## src/rtl/mac_pkg.sv

```systemverilog
// mac_pkg -- shared definitions for the MAC arbiter slice.
// Holds the FSM state encoding, operand/result widths, default job
// parameters and the two-way round-robin pick helper.
package mac_pkg;

  localparam int OPD_W       = 4;   // operand width
  localparam int RES_W       = 12;  // accumulated result width
  localparam int CNT_W       = 5;   // pair counter width (counts up to 16)
  localparam int WAIT_W      = 8;   // WAIT-state cycle counter width
  localparam int N_PAIRS_DEF = 16;
  localparam int TIMEOUT_DEF = 15;

  typedef enum logic [2:0] {
    ST_IDLE   = 3'd0,
    ST_START  = 3'd1,
    ST_STREAM = 3'd2,
    ST_WAIT   = 3'd3,
    ST_RESP   = 3'd4
  } state_e;

  // One-hot pick between two requesters; on a tie the one not served last wins.
  function automatic logic [1:0] rr_pick(input logic [1:0] req, input logic last);
    logic [1:0] g;
    case (req)
      2'b01:   g = 2'b01;
      2'b10:   g = 2'b10;
      2'b11:   g = last ? 2'b01 : 2'b10;
      default: g = 2'b00;
    endcase
    return g;
  endfunction

endpackage

```

## src/rtl/mac_arbiter_if.sv

```systemverilog
// mac_arbiter_if -- bundles the requester handshakes, the response bus and
// the external MAC datapath control of the arbiter.
//   slave  : arbiter side (drives gnt*, opd_ready*, rsp_*, mac_go/en/a/b)
//   master : environment side (drives req*, opd_valid*, a*/b*, mac_out/done)
interface mac_arbiter_if;
  import mac_pkg::*;

  logic             req0, req1;
  logic             gnt0, gnt1;
  logic             opd_valid0, opd_valid1;
  logic [OPD_W-1:0] a0, b0, a1, b1;
  logic             opd_ready0, opd_ready1;
  logic             rsp_valid0, rsp_valid1;
  logic [RES_W-1:0] rsp_data;
  logic             rsp_err;
  logic             mac_go;
  logic             mac_en;
  logic [OPD_W-1:0] mac_a, mac_b;
  logic [RES_W-1:0] mac_out;
  logic             mac_done;

  modport slave (
    input  req0, req1, opd_valid0, opd_valid1, a0, b0, a1, b1, mac_out, mac_done,
    output gnt0, gnt1, opd_ready0, opd_ready1, rsp_valid0, rsp_valid1,
           rsp_data, rsp_err, mac_go, mac_en, mac_a, mac_b
  );

  modport master (
    output req0, req1, opd_valid0, opd_valid1, a0, b0, a1, b1, mac_out, mac_done,
    input  gnt0, gnt1, opd_ready0, opd_ready1, rsp_valid0, rsp_valid1,
           rsp_data, rsp_err, mac_go, mac_en, mac_a, mac_b
  );

endinterface

```

## src/rtl/rr_arb2.sv

```systemverilog
// rr_arb2 -- two-way round-robin grant with a last-served pointer.
//   clk, rst : clock, async active-high reset (pointer resets to 1 so
//              requester 0 wins the first tie)
//   req      : request vector {req1, req0}
//   upd      : strobe recording that upd_id has just been served
//   upd_id   : index of the served requester
//   gnt      : combinational one-hot (or zero) grant
module rr_arb2
  import mac_pkg::*;
(
  input  logic       clk,
  input  logic       rst,
  input  logic [1:0] req,
  input  logic       upd,
  input  logic       upd_id,
  output logic [1:0] gnt
);

  logic last_r;

  // Grant selection from current requests and pointer.
  always_comb begin
    gnt = rr_pick(req, last_r);
  end

  // Last-served pointer.
  always_ff @(posedge clk or posedge rst) begin
    if (rst) begin
      last_r <= 1'b1;
    end else if (upd) begin
      last_r <= upd_id;
    end else begin
      last_r <= last_r;
    end
  end

endmodule

```

## src/rtl/mac_arbiter.sv

```systemverilog
// mac_arbiter -- shares one external MAC datapath between two requesters.
// A job is: grant, clear accumulator (mac_go), stream N_PAIRS operand
// pairs (mac_en per accepted pair), wait for mac_done or TIMEOUT, then
// pulse the owner's rsp_valid with rsp_data/rsp_err.
//   clk, rst : clock, async active-high reset (abandons any job silently)
//   bus      : mac_arbiter_if.slave (requests, operands, responses, MAC control)
module mac_arbiter
  import mac_pkg::*;
#(
  parameter int N_PAIRS = N_PAIRS_DEF,
  parameter int TIMEOUT = TIMEOUT_DEF
)
(
  input  logic          clk,
  input  logic          rst,
  mac_arbiter_if.slave  bus
);

  state_e           state_r, state_s;
  logic [1:0]       arb_gnt_s;
  logic             gnt0_r, gnt1_r;
  logic             mac_go_r;
  logic             opd_ready0_r, opd_ready1_r;
  logic             rsp_valid0_r, rsp_valid1_r;
  logic [RES_W-1:0] rsp_data_r;
  logic             rsp_err_r;
  logic [CNT_W-1:0] pair_cnt_r;
  logic [WAIT_W-1:0] wait_cnt_r;
  logic             accept_s;
  logic             last_pair_s;
  logic             done_hit_s;
  logic             timeout_hit_s;

  rr_arb2 u_arb (
    .clk    (clk),
    .rst    (rst),
    .req    ({bus.req1, bus.req0}),
    .upd    (state_r == ST_RESP),
    .upd_id (gnt1_r),
    .gnt    (arb_gnt_s)
  );

  // opd_ready is only ever high for the owner in STREAM, so this is the accept.
  assign accept_s    = (bus.opd_valid0 & opd_ready0_r) | (bus.opd_valid1 & opd_ready1_r);
  assign last_pair_s = accept_s & (pair_cnt_r == CNT_W'(N_PAIRS - 1));

  // Next-state decode and WAIT exit cause.
  always_comb begin
    state_s       = state_r;
    done_hit_s    = 1'b0;
    timeout_hit_s = 1'b0;
    case (state_r)
      ST_IDLE: begin
        if (bus.req0 | bus.req1) begin
          state_s = ST_START;
        end else begin
          state_s = ST_IDLE;
        end
      end
      ST_START: begin
        state_s = ST_STREAM;
      end
      ST_STREAM: begin
        // a stalled owner may sit here forever; no timeout applies
        if (last_pair_s) begin
          state_s = ST_WAIT;
        end else begin
          state_s = ST_STREAM;
        end
      end
      ST_WAIT: begin
        // mac_done wins even on the final allowed cycle
        if (bus.mac_done) begin
          done_hit_s = 1'b1;
          state_s    = ST_RESP;
        end else if (wait_cnt_r == WAIT_W'(TIMEOUT - 1)) begin
          timeout_hit_s = 1'b1;
          state_s       = ST_RESP;
        end else begin
          state_s = ST_WAIT;
        end
      end
      ST_RESP: begin
        state_s = ST_IDLE;
      end
      default: begin
        state_s = ST_IDLE;
      end
    endcase
  end

  // State register.
  always_ff @(posedge clk or posedge rst) begin
    if (rst) begin
      state_r <= ST_IDLE;
    end else begin
      state_r <= state_s;
    end
  end

  // Grant register: latched on entry to START, held until return to IDLE.
  always_ff @(posedge clk or posedge rst) begin
    if (rst) begin
      gnt0_r <= 1'b0;
      gnt1_r <= 1'b0;
    end else if (state_s == ST_START) begin
      gnt0_r <= arb_gnt_s[0];
      gnt1_r <= arb_gnt_s[1];
    end else if (state_s == ST_IDLE) begin
      gnt0_r <= 1'b0;
      gnt1_r <= 1'b0;
    end else begin
      gnt0_r <= gnt0_r;
      gnt1_r <= gnt1_r;
    end
  end

  // Control strobes registered from the next state so they line up with it.
  always_ff @(posedge clk or posedge rst) begin
    if (rst) begin
      mac_go_r     <= 1'b0;
      opd_ready0_r <= 1'b0;
      opd_ready1_r <= 1'b0;
      rsp_valid0_r <= 1'b0;
      rsp_valid1_r <= 1'b0;
    end else begin
      mac_go_r     <= (state_s == ST_START);
      opd_ready0_r <= (state_s == ST_STREAM) & gnt0_r;
      opd_ready1_r <= (state_s == ST_STREAM) & gnt1_r;
      rsp_valid0_r <= (state_s == ST_RESP) & gnt0_r;
      rsp_valid1_r <= (state_s == ST_RESP) & gnt1_r;
    end
  end

  // Response capture; value persists until the next job completes.
  always_ff @(posedge clk or posedge rst) begin
    if (rst) begin
      rsp_data_r <= {RES_W{1'b0}};
      rsp_err_r  <= 1'b0;
    end else if (done_hit_s) begin
      rsp_data_r <= bus.mac_out;
      rsp_err_r  <= 1'b0;
    end else if (timeout_hit_s) begin
      rsp_data_r <= {RES_W{1'b0}};
      rsp_err_r  <= 1'b1;
    end else begin
      rsp_data_r <= rsp_data_r;
      rsp_err_r  <= rsp_err_r;
    end
  end

  // Pair counter (cleared in START) and WAIT cycle counter.
  always_ff @(posedge clk or posedge rst) begin
    if (rst) begin
      pair_cnt_r <= {CNT_W{1'b0}};
      wait_cnt_r <= {WAIT_W{1'b0}};
    end else begin
      if (state_r == ST_START) begin
        pair_cnt_r <= {CNT_W{1'b0}};
      end else if (accept_s) begin
        pair_cnt_r <= pair_cnt_r + CNT_W'(1);
      end else begin
        pair_cnt_r <= pair_cnt_r;
      end
      if (state_r == ST_WAIT) begin
        wait_cnt_r <= wait_cnt_r + WAIT_W'(1);
      end else begin
        wait_cnt_r <= {WAIT_W{1'b0}};
      end
    end
  end

  assign bus.gnt0       = gnt0_r;
  assign bus.gnt1       = gnt1_r;
  assign bus.mac_go     = mac_go_r;
  assign bus.opd_ready0 = opd_ready0_r;
  assign bus.opd_ready1 = opd_ready1_r;
  assign bus.rsp_valid0 = rsp_valid0_r;
  assign bus.rsp_valid1 = rsp_valid1_r;
  assign bus.rsp_data   = rsp_data_r;
  assign bus.rsp_err    = rsp_err_r;
  // mac_en must follow the handshake in the same cycle, hence combinational.
  assign bus.mac_en     = accept_s;
  assign bus.mac_a      = gnt0_r ? bus.a0 : (gnt1_r ? bus.a1 : {OPD_W{1'b0}});
  assign bus.mac_b      = gnt0_r ? bus.b0 : (gnt1_r ? bus.b1 : {OPD_W{1'b0}});

endmodule

```

## src/flat_wrapper.sv

```systemverilog
// flat-port wrapper written by rule: the top's interface ports become plain ports
module mac_arbiter_flat import mac_pkg::*;
#(
  parameter int N_PAIRS = N_PAIRS_DEF,
  parameter int TIMEOUT = TIMEOUT_DEF
)
  (clk, rst, bus_req0, bus_req1, bus_opd_valid0, bus_opd_valid1, bus_a0, bus_b0, bus_a1, bus_b1, bus_mac_out, bus_mac_done, bus_gnt0, bus_gnt1, bus_opd_ready0, bus_opd_ready1, bus_rsp_valid0, bus_rsp_valid1, bus_rsp_data, bus_rsp_err, bus_mac_go, bus_mac_en, bus_mac_a, bus_mac_b);
  mac_arbiter_if bus_i ();
  input  logic clk;
  input  logic rst;
  input wire logic [$bits(bus_i.req0)-1:0] bus_req0;
  input wire logic [$bits(bus_i.req1)-1:0] bus_req1;
  input wire logic [$bits(bus_i.opd_valid0)-1:0] bus_opd_valid0;
  input wire logic [$bits(bus_i.opd_valid1)-1:0] bus_opd_valid1;
  input wire logic [$bits(bus_i.a0)-1:0] bus_a0;
  input wire logic [$bits(bus_i.b0)-1:0] bus_b0;
  input wire logic [$bits(bus_i.a1)-1:0] bus_a1;
  input wire logic [$bits(bus_i.b1)-1:0] bus_b1;
  input wire logic [$bits(bus_i.mac_out)-1:0] bus_mac_out;
  input wire logic [$bits(bus_i.mac_done)-1:0] bus_mac_done;
  output wire logic [$bits(bus_i.gnt0)-1:0] bus_gnt0;
  output wire logic [$bits(bus_i.gnt1)-1:0] bus_gnt1;
  output wire logic [$bits(bus_i.opd_ready0)-1:0] bus_opd_ready0;
  output wire logic [$bits(bus_i.opd_ready1)-1:0] bus_opd_ready1;
  output wire logic [$bits(bus_i.rsp_valid0)-1:0] bus_rsp_valid0;
  output wire logic [$bits(bus_i.rsp_valid1)-1:0] bus_rsp_valid1;
  output wire logic [$bits(bus_i.rsp_data)-1:0] bus_rsp_data;
  output wire logic [$bits(bus_i.rsp_err)-1:0] bus_rsp_err;
  output wire logic [$bits(bus_i.mac_go)-1:0] bus_mac_go;
  output wire logic [$bits(bus_i.mac_en)-1:0] bus_mac_en;
  output wire logic [$bits(bus_i.mac_a)-1:0] bus_mac_a;
  output wire logic [$bits(bus_i.mac_b)-1:0] bus_mac_b;
  assign bus_i.req0 = bus_req0;
  assign bus_i.req1 = bus_req1;
  assign bus_i.opd_valid0 = bus_opd_valid0;
  assign bus_i.opd_valid1 = bus_opd_valid1;
  assign bus_i.a0 = bus_a0;
  assign bus_i.b0 = bus_b0;
  assign bus_i.a1 = bus_a1;
  assign bus_i.b1 = bus_b1;
  assign bus_i.mac_out = bus_mac_out;
  assign bus_i.mac_done = bus_mac_done;
  assign bus_gnt0 = bus_i.gnt0;
  assign bus_gnt1 = bus_i.gnt1;
  assign bus_opd_ready0 = bus_i.opd_ready0;
  assign bus_opd_ready1 = bus_i.opd_ready1;
  assign bus_rsp_valid0 = bus_i.rsp_valid0;
  assign bus_rsp_valid1 = bus_i.rsp_valid1;
  assign bus_rsp_data = bus_i.rsp_data;
  assign bus_rsp_err = bus_i.rsp_err;
  assign bus_mac_go = bus_i.mac_go;
  assign bus_mac_en = bus_i.mac_en;
  assign bus_mac_a = bus_i.mac_a;
  assign bus_mac_b = bus_i.mac_b;
  mac_arbiter #(.N_PAIRS(N_PAIRS), .TIMEOUT(TIMEOUT)) u_core (.clk(clk), .rst(rst), .bus(bus_i));
endmodule
```

## config.mk

```make
export PLATFORM = sky130hd
export DESIGN_NAME = mac_arbiter_flat
export DESIGN_NICKNAME = d
export VERILOG_FILES = /design/src/rtl/mac_pkg.sv /design/src/rtl/mac_arbiter_if.sv /design/src/rtl/rr_arb2.sv /design/src/rtl/mac_arbiter.sv /design/src/flat_wrapper.sv
export SDC_FILE = /design/constraint.sdc
export NUM_CORES = 1
export LEC_CHECK = 0
export CAP_MARGIN = 20
export CORE_ASPECT_RATIO = 1.2
export CORE_MARGIN = 2
export CORE_UTILIZATION = 45
export CTS_CLUSTER_SIZE = 40
export DETAILED_ROUTE_END_ITERATION = 10
export PLACE_DENSITY = 0.8
export SETUP_SLACK_MARGIN = 0.2
export SLEW_MARGIN = 20
export SYNTH_ARGS = -nofsm -noshare
export SYNTH_HDL_FRONTEND = slang
export SYNTH_HIERARCHICAL = 1
export SYNTH_SLANG_ARGS = --single-unit
```

## constraint.sdc

```tcl
create_clock -name clk -period 2.3 [get_ports clk]
set_clock_uncertainty 0.05 [all_clocks]
set_input_delay 0.23 -clock clk [delete_from_list [all_inputs] [get_ports clk]]
set_output_delay 0.23 -clock clk [all_outputs]
set_load 0.02 [all_outputs]
```

Yosys cells after proc, flatten, opt, wreduce, memory -nomap -nowiden
Index checks and enable logic that the tools add are counted.

storage, ports and cells
  flip-flop bits (word level) = 37
  logic and storage cells = 67

cells by class
  add/sub/neg operators = 2
  equal/unequal tests = 12
  multiplexer cells = 26
  bitwise operators = 9
  reduce and logical (&&, ||, !) cells = 5

operators with widths
  kind                 number
  $mux 12              2
  $mux 4               4
  $mux 1               12
  $pmux 3 s4           1
  $mux 5               2
  $eq 3x2->1 const B   3
  $add 8x1->8 const B  1
  $eq 8x4->1 const B   1
  $mux 8               1
  $and 1x1->1          7
  $eq 3x1->1 const B   2
  $eq 3x3->1 const B   2
  $logic_not 3->1      2
  $mux 3               2
  $pmux 2 s3           1
  $reduce_bool 2->1    3
  $add 5x1->5 const B  1
  $eq 5x4->1 const B   1
  $eq 2x2->1 const B   2
  $eq 2x1->1 const B   1
  $mux 2               1
  $or 1x1->1           2

Logic depth before layout (Yosys ltp)
  depth after elaboration = 8
  mapped depth = 6
  gate-level depth less buffers = 6

By module
The synthesis kept the hierarchy.

by module, submodules not included
  module       times used  cells an instance  area each (sq um)  seq. area each (sq um)
  mac_arbiter  1           169                1,769.2            900.9
  rr_arb2      1           7                  57.6               26.3

Least setup slack after synthesis
Ideal clock, no wire load.

  path type = reg-to-reg
  start point = register u_core.wait_cnt_r[0]
  end point = register u_core.rsp_data_r[0] (netlist: u_core/bus.rsp_data[0])
  library setup time = 0.125 ns
  arrival = 1.489 ns
  slack = 0.635 ns
  stages on the path, launching flop included = 7
  buffers on the path = 1
  period minus slack after synthesis = 1.665 ns
  cell sequence = dfrtp_1 -> inv_1 -> ha_1 -> or4b_4 -> o21bai_4 -> buf_12 -> o21ai_2

on the way
  longest elaborated chain between the ends = 5

RTL lines
  what                                RTL line            RTL
  from (decl)                         mac_arbiter.sv:28   logic [WAIT_W-1:0] wait_cnt_r;
  from (signal assigned)              mac_arbiter.sv:156  wait_cnt_r <= {WAIT_W{1'b0}};
  from (signal assigned)              mac_arbiter.sv:166  wait_cnt_r <= wait_cnt_r + WAIT_W'(1);
  from (signal assigned)              mac_arbiter.sv:168  wait_cnt_r <= {WAIT_W{1'b0}};
  $eq 8x4->1                          mac_arbiter.sv:76   end else if (wait_cnt_r == WAIT_W'(TIMEOUT - 1)) begin
  $mux 1                              mac_arbiter.sv:76
  $mux 1                              mac_arbiter.sv:73   if (bus.mac_done) begin
  $mux 1                              mac_arbiter.sv:52   case (state_r)
  $reduce_bool 2->1 (no source line)  --
  to (signal assigned)                mac_arbiter.sv:138  rsp_data_r <= {RES_W{1'b0}};
  to (signal assigned)                mac_arbiter.sv:141  rsp_data_r <= bus.mac_out;
  to (signal assigned)                mac_arbiter.sv:144  rsp_data_r <= {RES_W{1'b0}};
  to (decl)                           mac_arbiter.sv:25   logic [RES_W-1:0] rsp_data_r;

No other way between the ends.
A chain may end at the register's enable or synchronous reset.

Worst setup path in the final report
  start point = register u_core.gnt0_r (netlist: u_core/bus.gnt0)
  end point = output port bus_mac_b[2]

on the way
  longest elaborated chain between the ends = 1

RTL lines
  what                    RTL line            RTL
  from (decl)             mac_arbiter.sv:21   logic gnt0_r, gnt1_r;
  from (signal assigned)  mac_arbiter.sv:107  gnt0_r <= arb_gnt_s[0];
  from (signal assigned)  mac_arbiter.sv:113  gnt0_r <= gnt0_r;
  $mux 4                  mac_arbiter.sv:185  assign bus.mac_b = gnt0_r ? bus.b0 : (gnt1_r ? bus.b1 : {OPD_W{1'b0}});
  to (decl)               flat_wrapper.sv:32  output wire logic [$bits(bus_i.mac_b)-1:0] bus_mac_b;

No other way between the ends.

==> results.json <==
{
  "drt_wl_total_um": 4050,
  "fin_tns_setup_ps": 0,
  "sw_frac_of_total_pct": 38.8,
  "cts_tree": "done",
  "cp.arrival_ps": 1690,
  "wl_met1_um": 1760,
  "worstSetupPathType": "reg2out",
  "leakage_nw": 1.17,
  "postCtsHoldBufs": 0,
  "tightest_slew_ps": 445,
  "synthCells": 176,
  "boundaryPins": 64,
  "max_freq_mhz": 507,
  "end_kind": "output port",
  "synthArstFlopShare_pct": 100,
  "ys.flop_type": "dfrtp_1",
  "slew_violations": 0,
  "hold_viol": 0,
  "critPathMaxFanout": 13,
  "portBuffers": 63,
  "place.gp.congestion": 0.785,
  "relSlewSlack_pct": 70.3,
  "via_per_inst": 5.09,
  "grt_overflow_total": 0,
  "combPwrFrac_pct": 50.3,
  "layout.nets": 285,
  "synth-xor-area-share_pct": 1.92,
  "synthMuxAreaShare_pct": 0,
  "rsz0062_at_grt": "yes",
  "synth_top_family_by_area": "compound AO/OA/AOI/OAI gates",
  "crit_chain": "buf_4 > o21ai_0 > clkdlybuf4s50_1",
  "clk-insertion-delay-late_ps": 290,
  "outcome": "finished, final reports clean",
  "area_growth_syn_to_layout_pct": 44.0,
  "first_pass_iters": 4,
  "num_vias": 1531,
  "rows": 25,
  "setup_violations": 0,
  "synth_fa_ha_area_share_pct": 2.74,
  "die-area_mm2": 0.00459,
  "wl_met2_um": 2020,
  "dieHeight_um": 73.8,
  "antenna_found_initial": 0,
  "synth_area_per_cell_um2": 10.4,
  "critPathSlowestCell": "clkdlybuf4s50_1",
  "postRouteAntennaNets": 0,
  "core_mm2": 0.00391,
  "finalCritPeriodShare_pct": 85.7,
  "initial_core_util_pct": 46.7,
  "ys_warn_count": 6,
  "postSynthRegisterBits": 37,
  "drive_gt1_share_pct": 14.2,
  "power_switching_w": 0.00116,
  "max-cap-violations": 0,
  "max_stage_delay_ps": 630,
  "clkPwrFrac_pct": 14.5,
  "intPower_w": 0.00183,
  "grt_max_degree": 37,
  "synth_cell_type_count": 39,
  "irDropWorstVdd_uv": 612,
  "syn_area_mm2": 0.00183,
  "synth-compound-area-share_pct": 22.5,
  "grt_pass1_wl_um": 6930,
  "synthSimpleGateAreaFrac_pct": 15.2,
  "synth_edf_count": 0,
  "ys_seq_area_share_pct": 50.8,
  "wl_met3_um": 216,
  "start_kind": "register",
  "min_period_ps": 1970,
  "powerDensity_mw_per_mm2": 1140,
  "cts.sinks": 37,
  "clockBufferDepth": 2,
  "clk_pin_slew_ps": 70,
  "drtIter0Drc": 65,
  "numCtsBuffers": 5,
  "critPathRequiredTime_ps": 2020,
  "highest_layer": "met4",
  "p_total_w": 0.00299,
  "synthesis.nets": 215,
  "grtUsageTotal_pct": 19.3,
  "diodes": 0,
  "place_hpwl_um": 2910,
  "seqPwrFrac_pct": 35.2,
  "h-tree-depth": 2,
  "clock-root-buffer": "clkbuf_8",
  "min_path_type": "in2async",
  "post_drt_wl_per_cell_um": 13.5,
  "drc": 0,
  "fp.dieW_um": 62.2,
  "grt_pass1_vias": 1527
}
[power groups by stage]
stage | combinational, W | clock [W] | sequential [W]
floorplan | 0.000711 | 0 | 0.00121
global placement | 0.00148 | 0 | 0.00105
detailed placement | 0.00150 | 0 | 0.00106
CTS | 0.00151 | 0.000452 | 0.00105
global route | 0.00164 | 0.000475 | 0.00109
finish | 0.00150 | 0.000433 | 0.00105
[flip-flops by register name, summed over array words and instances (netlist names)]
signal and cells:
u_core/bus.rsp_valid1 1, u_core/bus.rsp_err 1, u_core/pair_cnt_r 5, u_core/bus.mac_go 1
u_core/bus.rsp_valid0 1, u_core/bus.gnt0 1, u_core/bus.rsp_data 12, u_core/bus.opd_ready0 1
u_core/wait_cnt_r 8, u_core/bus.gnt1 1, u_core/state_r 3, u_core/bus.opd_ready1 1
u_core/u_arb/last_r 1
[cell type report]
| cell class | instances | area, um2 |
|---|---|---|
| well taps | 54 | 67.6 |
| multi-input cells | 111 | 787 |
| clock inverters | 3 | 17.5 |
| clock buffers | 5 | 68.8 |
| repair buffers | 70 | 683 |
| fillers | 324 | 1280 |
| inverters | 21 | 78.8 |
| flip-flops and latches | 37 | 927 |
[layout by cell type, fill, tap and decap left out, types with 3 or more instances in the layout]
cell type and n:
clkdlybuf4s50_1 63, dfrtp_1 36, inv_1 21, a22oi_1 12, o21ai_2 10, nor2_1 9, a22o_1 9, buf_4 7
o21ai_0 7, nand2_1 7, a21oi_1 6, nand3_1 6, clkbuf_8 5, or3_1 5, ha_1 4, nor2b_1 3
[final timing paths]
path	startpoint	end	slack (ps)	depth (start not counted)
setup / recovery	u_core/bus.gnt0	bus_mac_b[2]	330	3
min in group clk	u_core/u_arb/last_r	u_core/u_arb/last_r	460	2
setup reg to reg	u_core/wait_cnt_r[0]	u_core/bus.rsp_data[6]	350	6
hold / removal	rst	u_core/u_arb/last_r	210	2
hold reg to reg	u_core/u_arb/last_r	u_core/u_arb/last_r	460	2
max in group asynchronous	rst	u_core/bus.rsp_data[2]	1570	3
[critical path, delay by kind of cell (launching register included)]
family          cells  cell delay (ps)
buf+inv             2              820
flops               1              410
compound gates      1              170
[stage by stage]
stage / hold slack [ps] / utilization, % / setup slack (ps) / cell area [um2] / instances
final: 215 / 67.3 / 329 / 2630 / 301
after global routing: 262 / 67.3 / 201 / 2630 / 301
after CTS: 203 / 67.0 / 266 / 2620 / 301
after detailed placement: 454 / 64.7 / 341 / 2530 / 293
after global placement: 437 / 64.7 / 360 / 2530 / 293
after floorplan: 69.7 / - / 635 / 1830 / 176
[cells in the mapped netlist (all sizes together), types with 4 or more instances]
master	number	area share (%)
buf	4	1.9
a21oi	6	1.6
nand3	6	1.6
nor2	9	1.8
o21ai	19	7.3
a22oi	13	5.3
nand2	7	1.4
a22o	9	4.3
ha	4	2.7
or3	5	1.7
inv	21	4.3
dfrtp	36	49
nor2b	4	1.4
[repair_timing]
item                       CTS  global route
gates resized for setup      1             2
cloned                       0             0
buffers inserted             0             0
setup endpoints to repair    7             8
[kinds of logic (layout without fill, tap and decap cells)]
family,Yosys count,after routing
xor+xnor,4,4
flops,37,37
compound gates,55,55
fa+ha+maj,4,4
buf+inv,28,99
simple gates,48,48
[layer usage]
metal | global-route usage [%] | vias to the layer above
li1 | - | 757
met1 | 24.2 | 724
met2 | 31.8 | 44
met3 | 5.97 | 6
met4 | 7.41 | 0
met5 | 0 | -
Power figures use the tool's default switching activity.
==> edit 1, RTL diff (same settings) <==
Reset style: synchronous (`rst`), changed in 6 clocked blocks. Comments in the files are not updated.
--- a/src/rtl/rr_arb2.sv
+++ b/src/rtl/rr_arb2.sv
@@ -25,5 +25,5 @@
 
   // Last-served pointer.
-  always_ff @(posedge clk or posedge rst) begin
+  always_ff @(posedge clk) begin
     if (rst) begin
       last_r <= 1'b1;
--- a/src/rtl/mac_arbiter.sv
+++ b/src/rtl/mac_arbiter.sv
@@ -91,5 +91,5 @@
 
   // State register.
-  always_ff @(posedge clk or posedge rst) begin
+  always_ff @(posedge clk) begin
     if (rst) begin
       state_r <= ST_IDLE;
@@ -100,5 +100,5 @@
 
   // Grant register: latched on entry to START, held until return to IDLE.
-  always_ff @(posedge clk or posedge rst) begin
+  always_ff @(posedge clk) begin
     if (rst) begin
       gnt0_r <= 1'b0;
@@ -117,5 +117,5 @@
 
   // Control strobes registered from the next state so they line up with it.
-  always_ff @(posedge clk or posedge rst) begin
+  always_ff @(posedge clk) begin
     if (rst) begin
       mac_go_r     <= 1'b0;
@@ -134,5 +134,5 @@
 
   // Response capture; value persists until the next job completes.
-  always_ff @(posedge clk or posedge rst) begin
+  always_ff @(posedge clk) begin
     if (rst) begin
       rsp_data_r <= {RES_W{1'b0}};
@@ -151,5 +151,5 @@
 
   // Pair counter (cleared in START) and WAIT cycle counter.
-  always_ff @(posedge clk or posedge rst) begin
+  always_ff @(posedge clk) begin
     if (rst) begin
       pair_cnt_r <= {CNT_W{1'b0}};
Formal check against the unedited RTL: differs if rst is asserted again (counterexample within 4 cycles, from zero or initial values and one cycle with rst high); with rst held inactive, the same outputs for 10 cycles.
==> edit 1 against the unedited design <==
  * Die area down 18%
  * Wire length down 12%
  * Critical path depth unchanged
  * Setup slack better by 66 ps
  * Sequential cell count unchanged
  * Global-route usage up 0.77 points
  * Synthesized area down 19%
  * Highest routed layer unchanged
  * Fmax up 3.5%
  * Final area down 15%
Power is not compared: it rests on default switching activity, and its combinational part moved more than twofold at a synthesized area within 25%.
==> edit 1: results (changes against the unedited design) <==
place.gp.congestion: 0.8356  # +6.5%
yosys.cell_types.count: 34  # -13%
status: "complete, no violations"
clkTransAtPathRegs_ps: 110  # +40 ps
yosys-top-cells-area: "dfxtp_1 (50%), a22o_1 (12%), nor2_1 (5.8%)"
root_buffer: "clkbuf_4"
insertion_delay_ps: 330  # +40 ps
synthArstFlopShare_pct: 0  # -100 points
grt_pass1_wl_um: 5865  # -15%
port_buffers: 63  # unchanged
synth_fp_nets: 192  # -11%
synth_cells: 153  # -13%
cp_max_fo: 3  # -10
drt-initial-drc-count: 56  # -14%
grt_max_degree: 13  # -65%
slew_headroom_pct: 48.17  # -22 points
grt_pass1_vias: 1364  # -11%
arrival_ps: 1620  # -70 ps
track_usage_pct: 20.10  # +0.77 points
min_path_type: "reg -> reg"
routed_wl_um: 3578  # -12%
viasPerCell: 5.432  # +6.8%
reg2regPathDepth: 7  # +1
drive_gt1_share_pct: 6.335  # -7.8 points
synth_common_cells: "dfxtp_1 (37), nor2_1 (23), a22o_1 (20)"
edit 1: cell types whose count changed in the layout (fill, tap and decap cells not counted), moves of 6 or more:
cell	before	now
a22oi_1	12	2
o21ai_2	10	0
nor2_1	9	22
dfrtp_1	36	0
clkdlybuf4s50_1	63	55
inv_1	21	9
a22o_1	9	20
dfxtp_1	0	37
dlymetal6s2s_1	0	6
edit 1: path summary, 6_finish.rpt:
path                          start                     end  slack [ps]
min reg2reg  u_core/bus.rsp_data[5]  u_core/bus.rsp_data[5]         430
max reg2reg    u_core/pair_cnt_r[0]         u_core/bus.gnt1         490
min          u_core/bus.rsp_data[5]  u_core/bus.rsp_data[5]         430
max           u_core/bus.opd_ready0              bus_mac_en         400
edit 1: repair_timing:
item	CTS	global route
resized for setup	4	6
setup endpoints to repair	8	6
pin swaps	0	1
edit 1: metrics by stage:
step                setup WS [ps]  total power [W]  cell area (um^2)  hold WS [ps]  util (%)
CTS                         201.5         0.001196              2211         426.8     71.08
floorplan                   740.0        0.0007694              1488         278.6         -
finish                      395.2         0.001187              2226         432.6     71.56
global placement            420.4        0.0008774              2155         405.1     69.27
global route                255.4         0.001236              2226         420.3     71.56
detailed placement          346.3        0.0008825              2155         403.2     69.27
edit 1: layout make-up:
cell class | instances | area, um^2
Clock buffer | 6 | 41.29
Clock inverter | 2 | 10.01
Fill cell | 240 | 884.6
Inverter | 10 | 37.54
Multi-Input combinational cell | 100 | 685.7
Sequential cell | 37 | 740.7
Tap cell | 36 | 45.04
Timing Repair Buffer | 66 | 665.6
edit 1: routing by layer:
layer / up-vias / routed length, um / GRT usage (%)
met3: 4 / 414 / 8.350
li1: 679 / - / -
met1: 628 / 1444 / 21.42
met2: 85 / 1704 / 35.47
met4: 0 / 14 / 7.143
met5: - / 0 / 0
edit 1: logic make-up after synthesis:
group	share of synthesized area, %
buf+inv	4.625
fa+ha+maj	3.364
flops	49.79
compound gates	21.11
simple gates	15.81
xor+xnor	5.299
edit 1: worst max-delay path, cell delays in order (launching register included):
cell and delay, ps:
dfxtp_1 330, a22oi_1 280, clkinv_1 130, clkdlybuf4s50_1 550
edit 1: power groups by stage:
stage	sequential, W	clock [W]	combinational, W
2_1_floorplan	0.000690	0	0.0000792
5_1_grt	0.000675	0.000354	0.000207
3_5_place_dp	0.000685	0	0.000197
6_report	0.000672	0.000321	0.000195
4_1_cts	0.000671	0.000328	0.000197
3_3_place_gp	0.000684	0	0.000193
==> edit 2, RTL diff (config.mk and constraints unchanged) <==
Made on the original files. The package constant `CNT_W` goes from 5 to 10.
--- a/src/rtl/mac_pkg.sv
+++ b/src/rtl/mac_pkg.sv
@@ -6,5 +6,5 @@
   localparam int OPD_W       = 4;   // operand width
   localparam int RES_W       = 12;  // accumulated result width
-  localparam int CNT_W       = 5;   // pair counter width (counts up to 16)
+  localparam int CNT_W       = 10;   // pair counter width (counts up to 16)
   localparam int WAIT_W      = 8;   // WAIT-state cycle counter width
   localparam int N_PAIRS_DEF = 16;
Function: same outputs for any inputs over 10 cycles, from zero or initial values and one cycle with rst high; that may be too few to reach the edited logic, so the function may still have changed.
==> edit 2 against the unedited design <==
  * Critical path depth unchanged
  * Wire length is 4.5% lower
  * Hold slack worse by 9.2 ps
  * Core utilization fell by 1.8 points
  * Total power down 0.34%
  * Sequential power increased by 8%
  * Final area increased by 4.5%
  * Setup slack lost 55 ps
  * Synthesized area increased by 5.6%
  * Sequential cell count rose by 5
==> edit 2: results (changes against the unedited design) <==
clk_share_pct: 3.962  # +0.68 points
routed_wl_um: 3866  # -4.5%
viasPerCell: 5.073  # -0.26%
top_usage_layer: "met2"
dp_hpwl_um: 2740  # -5.9%
synth_xor_area_share_pct: 7.263  # +5.3 points
grt_use_met3_pct: 4.431  # -1.5 points
clkTransAtPathRegs_ps: 70  # about the same
track_usage_pct: 17.14  # -2.2 points
cp_slowest_cell: "clkdlybuf4s50_1"
synth_compound_area_share_pct: 13.42  # -9.1 points
regArea_um2: 1052  # +13%
nonClockBufferCount: 68  # -2.9%
p_int_w: 0.001923  # +5.3%
port_buffers: 63  # unchanged
antenna_cells: 0  # unchanged
synth_fp_nets: 213  # -0.93%
combPwrFrac_pct: 43.2  # -7.1 points
seq_area_frac_synth_pct: 54.54  # +3.8 points
p_clk_w: 0.000559  # +29%
final_nets: 281  # -1.4%
nFillCells: 345  # +6.5%
drt-initial-drc-count: 51  # -22%
vias: 1522  # -0.59%
wl_met2_um: 1910  # -5.5%
yosys-top-cells-area: "dfrtp_1 (53%), a22o_1 (9.1%), nor2_1 (4.3%)"
yosys.cell_types.count: 36  # -7.7%
n_all_inverters: 9  # -57%
grt_max_degree: 42  # +14%
place.gp.congestion: 0.7681  # -2.1%
arrival_ps: 1750  # +60 ps
synth_common_cells: "dfrtp_1 (41), nor2_1 (22), a22o_1 (20)"
synth_seq_cells: 42  # +14%
synthArstFlopShare_pct: 100.0  # unchanged
gr-usage-met2_pct: 30.64  # -1.1 points
grt_pass1_wl_um: 6417  # -7.4%
cts_resized: 2  # +1
crit_path_max_incr_delay_ps: 600  # -30 ps
wl_met3_um: 232  # +7.4%
buf_share_pct: 24.68  # -1.3 points
synth-adder-area-share_pct: 1.946  # -0.79 points
leakage_nw: 1.298  # +11%
place_area_um2: 2606  # +3.0%
slew_headroom_pct: 58.19  # -12 points
multi_input_gates: 117  # +5.4%
cp_max_fo: 8  # -5
use_met1_pct: 20.69  # -3.5 points
dp.cells: 290  # -1.0%
synth_cells: 175  # -0.57%
vdd_drop_max_mv: 0.5424  # -11%
critPathTopFamily: "buffers and inverters"
multi_input_area_um2: 804.5  # +2.2%
min_path_type: "in -> async"
m1WireLength_um: 1668  # -5.1%
drive_gt1_share_pct: 10.66  # -3.5 points
status: "complete, no violations"
clockBufferDepth: 2  # unchanged
[edit 2: path summary, 6_finish.rpt]
path | slack, ps | cells past startpoint | startpoint | to
max in group asynchronous | 1530 | 3 | rst | u_core/bus.rsp_valid0
min in group clk | 450 | 1 | u_core/wait_cnt_r[0] | u_core/wait_cnt_r[0]
min | 210 | 2 | rst | u_core/u_arb/last_r
max reg2reg | 590 | 4 | u_core/state_r[1] | u_core/bus.rsp_data[11]
min reg2reg | 450 | 1 | u_core/wait_cnt_r[0] | u_core/wait_cnt_r[0]
max | 270 | 3 | u_core/bus.gnt1 | bus_mac_b[0]
[edit 2: metrics by stage]
stage / total power (W) / hold WS (ps) / setup slack [ps] / utilization, %
after floorplan: 0.001861 / 69.70 / 768.3 / -
after global placement: 0.002387 / 432.7 / 363.4 / 62.10
after detailed placement: 0.002409 / 432.5 / 309.9 / 62.10
after CTS: 0.002991 / 199.0 / 240.4 / 64.88
after global routing: 0.003162 / 213.2 / 198.8 / 65.47
final: 0.002975 / 205.6 / 274.2 / 65.47
